File: src/rtl/stopwatch_pkg.sv
// Shared state encoding, field widths and time record for the stopwatch controller.
package stopwatch_pkg;

    typedef enum logic [1:0] {
        ST_IDLE  = 2'd0,
        ST_RUN   = 2'd1,
        ST_PAUSE = 2'd2,
        ST_LAP   = 2'd3
    } sw_state_e;

    localparam int CS_W  = 7;
    localparam int SEC_W = 6;
    localparam int MIN_W = 7;

    localparam logic [CS_W-1:0]  CS_MAX  = 7'd99;
    localparam logic [SEC_W-1:0] SEC_MAX = 6'd59;

    typedef struct packed {
        logic [MIN_W-1:0] min;
        logic [SEC_W-1:0] sec;
        logic [CS_W-1:0]  cs;
    } sw_time_t;

endpackage

File: src/rtl/stopwatch_ctrl_time_counter.sv
// Prescaler plus cascaded centisecond/second/minute counters with saturation at MAX_MIN:59.99.
module time_counter
    import stopwatch_pkg::*;
#(
    parameter int TICKS_PER_CS = 10,
    parameter int MAX_MIN      = 99
) (
    input  logic     clk,
    input  logic     rst_n,
    input  logic     en,
    input  logic     clr,
    output sw_time_t cnt_o,
    output logic     overflow
);

    localparam int                PW      = (TICKS_PER_CS > 1) ? $clog2(TICKS_PER_CS) : 1;
    localparam logic [PW-1:0]     PRE_MAX = PW'(TICKS_PER_CS - 1);
    localparam logic [MIN_W-1:0]  MIN_TOP = MIN_W'(MAX_MIN);

    logic [PW-1:0] pre_q, pre_d;
    sw_time_t      cnt_q, cnt_d;
    logic          ovf_q, ovf_d;
    logic          at_max;

    always_comb begin
        pre_d  = pre_q;
        cnt_d  = cnt_q;
        ovf_d  = ovf_q;
        at_max = (cnt_q.min == MIN_TOP) && (cnt_q.sec == SEC_MAX) && (cnt_q.cs == CS_MAX);
        if (clr) begin
            pre_d = '0;
            cnt_d = '0;
            ovf_d = 1'b0;
        end else if (en) begin
            // Any tick at the ceiling saturates: value and prescaler hold, flag sets.
            if (at_max) begin
                ovf_d = 1'b1;
            end else if (pre_q == PRE_MAX) begin
                pre_d = '0;
                if (cnt_q.cs != CS_MAX) begin
                    cnt_d.cs = cnt_q.cs + 7'd1;
                end else begin
                    cnt_d.cs = '0;
                    if (cnt_q.sec != SEC_MAX) begin
                        cnt_d.sec = cnt_q.sec + 6'd1;
                    end else begin
                        cnt_d.sec = '0;
                        cnt_d.min = cnt_q.min + 7'd1;
                    end
                end
            end else begin
                pre_d = pre_q + 1'b1;
            end
        end
    end

    always_ff @(posedge clk or negedge rst_n) begin
        if (!rst_n) begin
            pre_q <= '0;
            cnt_q <= '0;
            ovf_q <= 1'b0;
        end else begin
            pre_q <= pre_d;
            cnt_q <= cnt_d;
            ovf_q <= ovf_d;
        end
    end

    assign cnt_o    = cnt_q;
    assign overflow = ovf_q;

endmodule

File: src/rtl/stopwatch_ctrl.sv
// Stopwatch sequencer: button edge detect, start/stop/lap/clear FSM, lap snapshot and
// registered display mux around the time counter.
module stopwatch_ctrl
    import stopwatch_pkg::*;
#(
    parameter int TICKS_PER_CS = 10,
    parameter int MAX_MIN      = 99
) (
    input  logic       clkin,
    input  logic       rst_n,
    input  logic       tick_ms,
    input  logic       btn_start_stop,
    input  logic       btn_lap,
    input  logic       btn_clear,
    output logic [6:0] disp_min,
    output logic [5:0] disp_sec,
    output logic [6:0] disp_cs,
    output logic       running,
    output logic       frozen,
    output logic       overflow,
    output logic [1:0] state
);

    sw_state_e state_q, state_d;
    sw_time_t  snap_q, snap_d;
    sw_time_t  disp_q, disp_d;
    sw_time_t  live;
    logic      ss_hist_q, lap_hist_q, clr_hist_q;
    logic      ss_ev, lap_ev, clr_ev;
    logic      cnt_en, cnt_clr;

    assign ss_ev  = btn_start_stop & ~ss_hist_q;
    assign lap_ev = btn_lap & ~lap_hist_q;
    assign clr_ev = btn_clear & ~clr_hist_q;

    // Counting follows the pre-edge state, so a stopping edge still counts its tick.
    assign cnt_en = tick_ms && ((state_q == ST_RUN) || (state_q == ST_LAP));

    always_comb begin
        state_d = state_q;
        snap_d  = snap_q;
        cnt_clr = 1'b0;
        case (state_q)
            ST_IDLE: begin
                if (ss_ev) state_d = ST_RUN;
            end
            ST_RUN: begin
                if (ss_ev) begin
                    state_d = ST_PAUSE;
                end else if (lap_ev) begin
                    state_d = ST_LAP;
                    snap_d  = live;
                end
            end
            ST_LAP: begin
                if (ss_ev)       state_d = ST_PAUSE;
                else if (lap_ev) state_d = ST_RUN;
            end
            ST_PAUSE: begin
                if (clr_ev) begin
                    state_d = ST_IDLE;
                    cnt_clr = 1'b1;
                end else if (ss_ev) begin
                    state_d = ST_RUN;
                end
            end
            default: state_d = ST_IDLE;
        endcase
        disp_d = (state_q == ST_LAP) ? snap_q : live;
    end

    time_counter #(
        .TICKS_PER_CS (TICKS_PER_CS),
        .MAX_MIN      (MAX_MIN)
    ) u_time_counter (
        .clk      (clkin),
        .rst_n    (rst_n),
        .en       (cnt_en),
        .clr      (cnt_clr),
        .cnt_o    (live),
        .overflow (overflow)
    );

    always_ff @(posedge clkin or negedge rst_n) begin
        if (!rst_n) begin
            state_q    <= ST_IDLE;
            snap_q     <= '0;
            disp_q     <= '0;
            ss_hist_q  <= 1'b0;
            lap_hist_q <= 1'b0;
            clr_hist_q <= 1'b0;
        end else begin
            state_q    <= state_d;
            snap_q     <= snap_d;
            disp_q     <= disp_d;
            ss_hist_q  <= btn_start_stop;
            lap_hist_q <= btn_lap;
            clr_hist_q <= btn_clear;
        end
    end

    assign disp_min = disp_q.min;
    assign disp_sec = disp_q.sec;
    assign disp_cs  = disp_q.cs;
    assign running  = (state_q == ST_RUN) || (state_q == ST_LAP);
    assign frozen   = (state_q == ST_LAP);
    assign state    = state_q;

endmodule
File: config.mk
export PLATFORM = sky130hd
export DESIGN_NAME = stopwatch_ctrl
export DESIGN_NICKNAME = d
export VERILOG_FILES = /design/src/rtl/stopwatch_pkg.sv /design/src/rtl/stopwatch_ctrl_time_counter.sv /design/src/rtl/stopwatch_ctrl.sv
export SDC_FILE = /design/constraint.sdc
export NUM_CORES = 1
export LEC_CHECK = 0
export ABC_CLOCK_PERIOD_IN_PS = 2600
export CAP_MARGIN = 40
export CORE_UTILIZATION = 52
export DETAILED_ROUTE_END_ITERATION = 10
export GPL_TIMING_DRIVEN = 0
export PLACE_DENSITY_LB_ADDON = 0.12
export SLEW_MARGIN = 25
export SYNTH_ARGS = -nofsm -noshare
export SYNTH_HDL_FRONTEND = slang
export SYNTH_SLANG_ARGS = --single-unit
export TNS_END_PERCENT = 50
File: constraint.sdc
create_clock -name clkin -period 2.6 [get_ports clkin]
set_input_delay 0.65 -clock clkin [delete_from_list [all_inputs] [get_ports clkin]]
set_output_delay 0.65 -clock clkin [all_outputs]
set_load 0.01 [all_outputs]
After elaboration in Yosys (flattened, before gate mapping). Cells that the tools add are included. Widths: inputs -> output; s select.

Muxes and demuxes: 25. Eq/ne operators: 14. $add $sub $neg: 4. Bitwise operators: 7. Reductions and logical operators: 15.

Operators by type and width (number): $mux 20 (5); $mux 4 (4); $add 7x1->7 const B (2); $eq 7x7->1 const B (2); $mux 7 (2); $mux 13 (1); $mux 2 (6); $pmux 2 s4 (1); $ne 7x7->1 const B (1); $add 6x1->6 const B (1); $eq 6x6->1 const B (1); $mux 6 (1); $ne 2x2->1 const B (3); $ne 6x6->1 const B (1); $reduce_and 2->1 (3); $reduce_and 3->1 (2); $reduce_bool 2->1 (3); $mux 1 (5); $reduce_and 5->1 (1); $add 4x1->4 const B (1); $eq 2x2->1 const B (2); $eq 4x4->1 const B (1); $not 1->1 (4); $reduce_and 4->1 (1); other kinds (7) (11).

Logic and storage cells: 80. Register bits: 70.

Depth between registers and ports, before layout. Gate-level depths: netlist (run 1).

Depth after elaboration: 7. Gate-level depth with buffers: 8. Gate-level depth less buffers: 7.

Modules after synthesis. A second synthesis (run 1) with hierarchy kept.

Cells, all modules: 263. Area total of the unflattened synthesis: 3196.8 um2.

By module, submodules not included: stopwatch_ctrl (cells an instance 108, area an instance 1799.2 um2, instances 1); time_counter (cells an instance 155, area an instance 1397.6 um2, instances 1).

Worst setup path before layout (run 1). No wires, ideal clock.

Path kind: register to register. From: register u_time_counter.cnt_q (netlist bit u_time_counter.cnt_o[0]). To: register u_time_counter.cnt_q (netlist bit u_time_counter.cnt_o[16]). Library setup time: 0.078 ns. Path slack: 0.488 ns. Data arrival time: 2.034 ns. Clock period less this slack: 2.112 ns. Data required time: 2.522 ns. Cell stages (with the launch flop): 7. Cells stage by stage: dfrtp_1 > ha_1 > or4b_4 > nor4b_4 > nand3_2 > nor4_1 > o21bai_1.

Longest elaborated chain between the ends: 4. Elaborated cells between the ends (all ways): 6.

RTL lines: start, declared (RTL line stopwatch_ctrl_time_counter.sv:21) `sw_time_t cnt_q, cnt_d;`; start signal, assigned (RTL line stopwatch_ctrl_time_counter.sv:64) `cnt_q <= cnt_d;`; $eq 7x7->1 (RTL line stopwatch_ctrl_time_counter.sv:29) `at_max = (cnt_q.min == MIN_TOP) && (cnt_q.sec == SEC_MAX) && (cnt_q.cs == CS_MAX);`; $logic_and 1x1->1 (RTL line stopwatch_ctrl_time_counter.sv:29); $ne 2x2->1 (no line); $reduce_and 5->1 (no line) (*).

Mark *: on every way between the ends. The rest lies on a longest branch, timed or not. A chain may end at the register's enable or synchronous reset.

Final worst setup path (run 1).
From: register state_q[0] (netlist: state[0]). To: output port frozen.

Longest elaborated chain between the ends: 1.

RTL lines: start, declared (RTL line stopwatch_ctrl.sv:24) `sw_state_e state_q, state_d;`; start signal, assigned (RTL line stopwatch_ctrl.sv:93) `state_q <= state_d;`; $eq 2x2->1 (RTL line stopwatch_ctrl.sv:106) `assign frozen = (state_q == ST_LAP);`; end, declared (RTL line stopwatch_ctrl.sv:19) `output logic frozen,`.

No other way between the ends.

==> metrics.log, run 1 <==
[metrics] outcome: finished, final reports clean
[metrics] Post-synth top cells: 70 x sky130_fd_sc_hd__dfrtp_1, 38 x sky130_fd_sc_hd__mux2_2, 25 x sky130_fd_sc_hd__nand2_1
[metrics] dominant synthesized flop cell: sky130_fd_sc_hd__dfrtp_1
[metrics] proportion of layout cells with a drive suffix above 1: 21.2%
[metrics] class of the tightest hold or removal check: in2async
[metrics] I/O pin cnt: 31
[metrics] GRT overflow: 0
[metrics] Initial Utilization: 55.1%
[metrics] CTS Buf Count: 9
[metrics] buffer cell driving the clock tree root: sky130_fd_sc_hd__clkbuf_8
[metrics] cell count after synthesis: roughly 260
[metrics] total design power: 2750 uW
[metrics] critical-path cell with the highest stage delay: sky130_fd_sc_hd__clkdlybuf4s50_1
[metrics] fraction of registers with async set or reset after synthesis: 100%
[metrics] count of final setup violators: 0
[metrics] unrepaired setup endpoints after global routing: no
[metrics] sequential area share after synthesis: a little under three fifths
[metrics] highest cell delay on the worst timing path: 0.54 ns
[metrics] signed area change from the synthesized netlist to the final layout: 20.3%
[metrics] TritonCTS clock tree: done
[metrics] final total negative setup slack: 0 ns
[metrics] ratio of final minimum period to clock period: 94.5%
[metrics] placeable core region: 5640 um2
[metrics] Pins Over Slew Limit: 0
[metrics] number of enable flip-flop cells after synthesis: 0
[metrics] post-synthesis instance area: between 3000 and 4000 um2
[metrics] peak fanout along the critical path: 11
[metrics] H-tree depth reported by CTS: 3
[metrics] global-route wire length before repair: 9740 um
[metrics] DR DRC count: 0
[metrics] total via count in the routed design: 2130
[metrics] Total GRT Usage: 20.4%
[metrics] count of unique library cells instantiated by Yosys: 44
[metrics] pre-CTS setup slack: -0.101 ns
[metrics] post-cts hold buffer count: 0
[metrics] Max transition margin: 56.8%
[metrics] power density over the cells: 736 nW/um2
[metrics] library cell occupying the most area in the post-synthesis netlist: sky130_fd_sc_hd__dfrtp_1
[metrics] critical path launch point type: flip-flop
[metrics] number of placed instances, taps included: 366
[metrics] Die Span Y: a little under 80 um
[metrics] total iterations of the first detailed-routing run: 4
[metrics] final core area utilization: 66.3%
[metrics] number of warnings printed during yosys synthesis: 0
[metrics] arrival time of data at the critical path endpoint: 1.81 ns
[metrics] antenna violations before repair: 0
[metrics] pin slew with the least headroom to its limit: around 0.65 ns
[metrics] worst voltage drop across the vdd grid: 0.479 mV
[metrics] FP Rows: 27
[metrics] post-layout instance count excluding filler cells: ~380
[metrics] floorplan die area: approximately 6300 um2
[metrics] static leakage power: 0.00174 uW
[metrics] number of nets with antenna violations after detailed routing: 0
[metrics] final setup skew: 0.0100 ns
[metrics] Final min period: ~2.5 ns
[metrics] antenna cell count: 0
[metrics] number of nets at the end of the flow: approximately 320
[metrics] kind of end point of the critical path: output pin
[metrics] fmax: 407 MHz
[metrics] required arrival time at the worst endpoint: 1.95 ns
[metrics] Clock Tree Buf Depth: 2
[metrics] Worst Setup Slack, final: 0.142 ns
[metrics] number of nets in the synthesized netlist: approximately 270
[metrics] port bufs: 30
[metrics] clock-pin slew on the worst setup and hold paths: 0.07 ns
[metrics] WL final: 5790 um
[metrics] routed via count divided by cell count: roughly 5.5
[metrics] clock sink count: 70
[metrics] worst-path cell chain: buf_2 -> nand2_2 -> inv_1 -> clkdlybuf4s50_1
[metrics] die outline width: 79.3 um
[metrics] number of maximum-capacitance violations: 0
[metrics] post-DP HPWL: slightly below 4000 um
[metrics] via count of the first global-routing pass: 2120
[metrics] average wire length per cell after detail routing: 15.1 um
[metrics] pin count of the biggest net entering global routing: 37
[metrics] clock latency reported for the late side of the worst-skew pair: 0.33 ns
[metrics] worst flop-to-flop path startpoint: u_time_counter.cnt_o[0]
[metrics] area fraction of the dominant cell type after synthesis: 56.3%
[metrics] final weighted congestion in routability-driven placement: 0.801
[metrics] Crit Path Class: reg2out
[metrics] final number of hold-violating endpoints: 0
[metrics] startpoint of the most critical setup path: state[0]
[metrics] leading cell type by number of instances after synthesis: sky130_fd_sc_hd__dfrtp_1
[metrics] Post-Syn Area per Cell: 11.8 um2
[metrics] most area-consuming cells after synthesis: sky130_fd_sc_hd__dfrtp_1 56%, sky130_fd_sc_hd__mux2_2 14%, sky130_fd_sc_hd__nand2_1 3.0%, sky130_fd_sc_hd__nor2_1 2.1%, sky130_fd_sc_hd__ha_1 2.0%
[metrics] Synth Register Bits: 70
[metrics] Detailed Route Iter0 Violations: 90
-- worst paths after layout --
| path | to | slack [ns] | cells past startpoint |
|---|---|---|---|
| worst min register to register | disp_min[3] | 0.48 | 2 |
| worst max-delay path | frozen | 0.14 | 4 |
| worst max register to register | u_time_counter.cnt_o[12] | 0.25 | 6 |
| min in group clkin | disp_min[3] | 0.48 | 2 |
| max in group asynchronous | u_time_counter.pre_q[0] | 1.80 | 2 |
| worst min-delay path | u_time_counter.cnt_o[4] | 0.26 | 1 |
-- logic make-up (layout without fill, tap and decap cells) --
logic type / after synthesis / in the layout / share of synthesized area (%)
simple gates: 90 / 90 / 16.1
flops: 70 / 70 / 56.3
mux: 42 / 42 / 15.0
compound gates: 33 / 33 / 6.40
buf+inv: 15 / 64 / 1.85
xor+xnor: 8 / 8 / 2.25
fa+ha+maj: 5 / 5 / 2.01
-- layout make-up --
type / count / area (um2)
Inverter: 6 / 22.5
Buffer: 8 / 31.3
Clock buffer: 13 / 159
Sequential cell: 70 / 1750
Timing Repair Buffer: 34 / 340
Tap cell: 72 / 90.1
Clock inverter: 3 / 42.5
Multi-Input combinational cell: 178 / 1300
Fill cell: 437 / 1900
-- cell usage in the layout, fill, tap and decap left out, drive strengths merged, types with 3 or more instances in the layout --
master         instances
nand2                 25
inv                    6
clkbuf                19
xnor2                  5
mux2i                  4
and2                   8
nand3b                 5
nor3                   5
a21oi                  7
buf                    7
nand4                  5
clkdlybuf4s50         29
dfrtp                 70
o21ai                 13
nand3                  8
nor4b                  3
xor2                   3
ha                     5
a31oi                  3
nor2                  17
mux2                  38
nand2b                 3
-- what timing repair did --
action,CTS,global route
setup endpoints to repair,1,2
gates resized for setup,1,0
pin swaps,0,1
buffers inserted,0,3
-- per-stage QoR --
stage               hold WS, ns  instance area [um2]
floorplan                 0.354                 3110
finish                    0.264                 3740
CTS                       0.279                 3720
global placement          0.467                 3500
detailed placement        0.472                 3520
global route              0.291                 3740
-- worst max-delay path: cells and delay by family (launching register included) --
kind	cells	cell delay (ns)
flops	1	0.36
simple gates	1	0.21
buf+inv	3	0.89
-- power by group --
group          switching [uW]  internal, uW  leakage [uW]
clock network             384           495     0.0000996
logic                     288           294      0.000680
registers                97.8          1190      0.000955
-- flip-flops by register name, summed over array words and instances (netlist names) --
| name | flops |
|---|---|
| snap_q | 20 |
| clr_hist_q | 1 |
| disp_min | 7 |
| u_time_counter.cnt_o | 20 |
| disp_sec | 6 |
| u_time_counter.pre_q | 4 |
| lap_hist_q | 1 |
| ss_hist_q | 1 |
| disp_cs | 7 |
| state | 2 |
| u_time_counter.overflow | 1 |
-- per-layer routing --
| metal | part of all wire [%] | vias up | global-route usage (%) |
|---|---|---|---|
| met5 | 0 | - | 0 |
| met4 | 1.7 | 0 | 8.91 |
| met3 | 2.7 | 6 | 4.02 |
| met2 | 50 | 38 | 32.9 |
| met1 | 46 | 1071 | 26.8 |
| li1 | - | 1015 | - |
(Power assumes the default switching activity.)
==> run 2: changes to the inputs <==
- CTS_CLUSTER_SIZE: default -> 40
==> results of run 2 <==
No change in the layout: final DEF, timing and power equal those of run 1.
==> run 3: changes to the inputs <==
- ABC_CLOCK_PERIOD_IN_PS: 2600 -> 2750
- GPL_TIMING_DRIVEN: 0 -> default
- SETUP_SLACK_MARGIN: default -> 0.2
- clock period: 2.6 -> 2.75 ns (I/O delays scaled with it)
==> metrics.log, run 3 (synthesis results as in run 1) <==
[metrics] antenna violations before repair: 0 (unchanged)
[metrics] ratio of final minimum period to clock period: 88.0%
[metrics] switching power: 746 uW (-3.1%)
[metrics] I/O pin cnt: 31 (unchanged)
[metrics] sum of routed wire segments on met1: 2590 um (-1.9%)
[metrics] required arrival time at the worst endpoint: 2.06 ns (+0.11 ns)
[metrics] total iterations of the first detailed-routing run: 4 (unchanged)
[metrics] proportion of layout cells with a drive suffix above 1: 23.1% (+1.9 points)
[metrics] clock network fraction of design power: 28.2% (-3.7 points)
[metrics] Total GRT Usage: 19.9% (-0.57 points)
[metrics] GRT overflow: 0 (unchanged)
[metrics] average wire length per cell after detail routing: 14.5 um (-3.9%)
[metrics] met3 layer wire length in the routed design: 146 um (-7.0%)
[metrics] worst setup path endpoint: frozen
[metrics] worst flop-to-flop path endpoint: u_time_counter.pre_q[2]
[metrics] Pins Over Slew Limit: 0 (unchanged)
[metrics] worst reg-to-reg path cell count: 8 (+2)
[metrics] pin slew with the least headroom to its limit: 0.525 ns (-0.123 ns)
[metrics] TritonCTS clock tree: done
[metrics] clock latency reported for the late side of the worst-skew pair: 0.34 ns (about the same)
[metrics] number of placed instances, taps included: 365 (-0.27%)
[metrics] clock-pin slew on the worst setup and hold paths: 0.08 ns (about the same)
[metrics] signed area change from the synthesized netlist to the final layout: 19.9%
[metrics] amount of wire on met2 after detailed routing: 2750 um (-4.7%)
[metrics] internal portion of total power: 1740 uW (-12%)
[metrics] Worst Setup Slack, final: 0.330 ns (+0.188 ns)
[metrics] floorplan die area: 6290 um2 (unchanged)
[metrics] outcome: finished, final reports clean
[metrics] placeable core region: 5640 um2 (unchanged)
[metrics] number of nets at the end of the flow: 318 (unchanged)
[metrics] static leakage power: 0.00174 uW (+0.51%)
[metrics] antenna cell count: 0 (unchanged)
[metrics] class of the tightest hold or removal check: in2async
[metrics] pin count of the biggest net entering global routing: 71 (+92%)
[metrics] Detailed Route Iter0 Violations: 96 (+6.7%)
[metrics] Top Layer Used: met4
[metrics] Initial Utilization: 55.1% (unchanged)
[metrics] H-tree depth reported by CTS: 3 (unchanged)
[metrics] final number of hold-violating endpoints: 0 (unchanged)
[metrics] final total negative setup slack: 0 ns (unchanged)
[metrics] port bufs: 30 (unchanged)
[metrics] die outline width: 79.3 um (unchanged)
[metrics] final setup skew: 0.0107 ns (+0.000652 ns)
[metrics] clock sink count: 70 (unchanged)
[metrics] Reg2Reg Setup Slack: 0.45 ns (+0.20 ns)
[metrics] combinational share of power: 21.9% (+0.8 points)
[metrics] number of nets with antenna violations after detailed routing: 0 (unchanged)
[metrics] Max transition margin: 64.8% (+8.1 points)
[metrics] critical path launch point type: flip-flop
[metrics] worst flop-to-flop path startpoint: u_time_counter.cnt_o[0]
[metrics] via count of the first global-routing pass: 2064 (-2.6%)
[metrics] worst voltage drop across the vdd grid: 0.437 mV (-8.8%)
[metrics] peak fanout along the critical path: 12 (+1)
[metrics] Die Span Y: 79.3 um (unchanged)
[metrics] WL final: 5560 um (-3.9%)
[metrics] total via count in the routed design: 2070 (-2.8%)
[metrics] DR DRC count: 0 (unchanged)
[metrics] most common library cell in the layout ignoring fill and taps: sky130_fd_sc_hd__dfrtp_1
[metrics] Clock Tree Buf Depth: 2 (unchanged)
[metrics] switching power share of the total: 30.0% (+2.0 points)
[metrics] Final min period: 2.42 ns
[metrics] pre-CTS setup slack: 0.276 ns (+0.377 ns)
[metrics] FP Rows: 27 (unchanged)
[metrics] CTS Buf Count: 9 (unchanged)
[metrics] number of maximum-capacitance violations: 0 (unchanged)
[metrics] post-DP HPWL: 3770 um (-4.7%)
[metrics] fmax: 413 MHz
[metrics] startpoint of the most critical setup path: state[0]
[metrics] kind of end point of the critical path: output pin
[metrics] Reg power frac: 49.9% (+2.9 points)
[metrics] buffer cell driving the clock tree root: sky130_fd_sc_hd__clkbuf_8
[metrics] routed via count divided by cell count: 5.39 (-2.8%)
[metrics] commonest cells after routing, fill and taps aside: 70 x sky130_fd_sc_hd__dfrtp_1, 38 x sky130_fd_sc_hd__mux2_2, 29 x sky130_fd_sc_hd__clkdlybuf4s50_1
[metrics] arrival time of data at the critical path endpoint: 1.73 ns (-0.08 ns)
[metrics] final weighted congestion in routability-driven placement: 0.823 (+2.7%)
[metrics] Crit Path Class: reg2out
[metrics] count of final setup violators: 0 (unchanged)
[metrics] power density over the cells: 667 nW/um2 (-9.4%)
[metrics] global-route wire length before repair: 9430 um (-3.1%)
[metrics] unrepaired setup endpoints after global routing: no
[metrics] post-layout instance count excluding filler cells: 384 (unchanged)
## run 3: cell types whose count changed in the layout (fill, tap and decap cells not counted)
| cell | previous run | this run |
|---|---|---|
| sky130_fd_sc_hd__buf_1 | 1 | 0 |
| sky130_fd_sc_hd__buf_4 | 4 | 11 |
| sky130_fd_sc_hd__bufinv_16 | 1 | 0 |
| sky130_fd_sc_hd__clkbuf_1 | 8 | 3 |
| sky130_fd_sc_hd__clkbuf_8 | 11 | 9 |
| sky130_fd_sc_hd__clkinv_2 | 1 | 3 |
| sky130_fd_sc_hd__clkinv_4 | 0 | 1 |
| sky130_fd_sc_hd__clkinvlp_4 | 1 | 0 |
| sky130_fd_sc_hd__nand2_1 | 24 | 25 |
| sky130_fd_sc_hd__nand2_2 | 1 | 0 |
| sky130_fd_sc_hd__nor4bb_1 | 1 | 0 |
| sky130_fd_sc_hd__nor4bb_2 | 0 | 1 |
## run 3: repair_timing
action	in CTS	in global routing
gates resized for setup	0	0
setup buffers	0	3
hold buffers	0	0
endpoints found under the setup margin	0	2
## run 3: stage by stage
stage	cell area, um2	hold WS, ns	total power (uW)	util [%]
final	3730	0.355	2490	66.1
after global routing	3730	0.392	2620	66.1
after CTS	3710	0.379	2510	65.7
after detailed placement	3550	0.475	1810	62.9
after global placement	3550	0.463	1790	62.9
after floorplan	3110	0.392	1580	-
## run 3: power groups by stage
stage,sequential [uW],clock (uW),combinational [uW]
after global placement,1250,0,535
final,1240,701,543
after detailed placement,1260,0,549
after global routing,1260,759,599
after CTS,1240,716,551
after floorplan,1230,0,350
## run 3: final cells by class
class	instances	area [um2]
inverters	6	22.5
repair buffers	42	398
clock inverters	4	23.8
well taps	72	90.1
multi-input cells	178	1310
flip-flops and latches	70	1750
fillers	432	1910
clock buffers	12	135
## run 3: layer usage
layer  GRT usage, %  vias up
met5              0        -
met2           32.6       26
li1               -     1016
met1           24.7     1021
met4           8.36        0
met3           5.40        7
## run 3: how the worst min path moves through the flow
| stage | from | endpoint | slack, ns | cells past startpoint |
|---|---|---|---|---|
| 2_1_floorplan | rst_n | clr_hist_q | 0.39 | 0 |
| 3_3_place_gp | snap_q[16] | snap_q[16] | 0.46 | 2 |
| 3_5_place_dp | snap_q[16] | snap_q[16] | 0.48 | 2 |
| 4_1_cts | rst_n | disp_min[6] | 0.38 | 2 |
| 5_1_grt | rst_n | disp_cs[3] | 0.39 | 2 |
| 6_report | rst_n | disp_cs[3] | 0.36 | 2 |
## run 3: worst max-delay path: stages (launching register included)
cell and delay, ns:
sky130_fd_sc_hd__dfrtp_1 0.58, sky130_fd_sc_hd__nand2_1 0.17, sky130_fd_sc_hd__inv_1 0.11, sky130_fd_sc_hd__clkdlybuf4s50_1 0.54
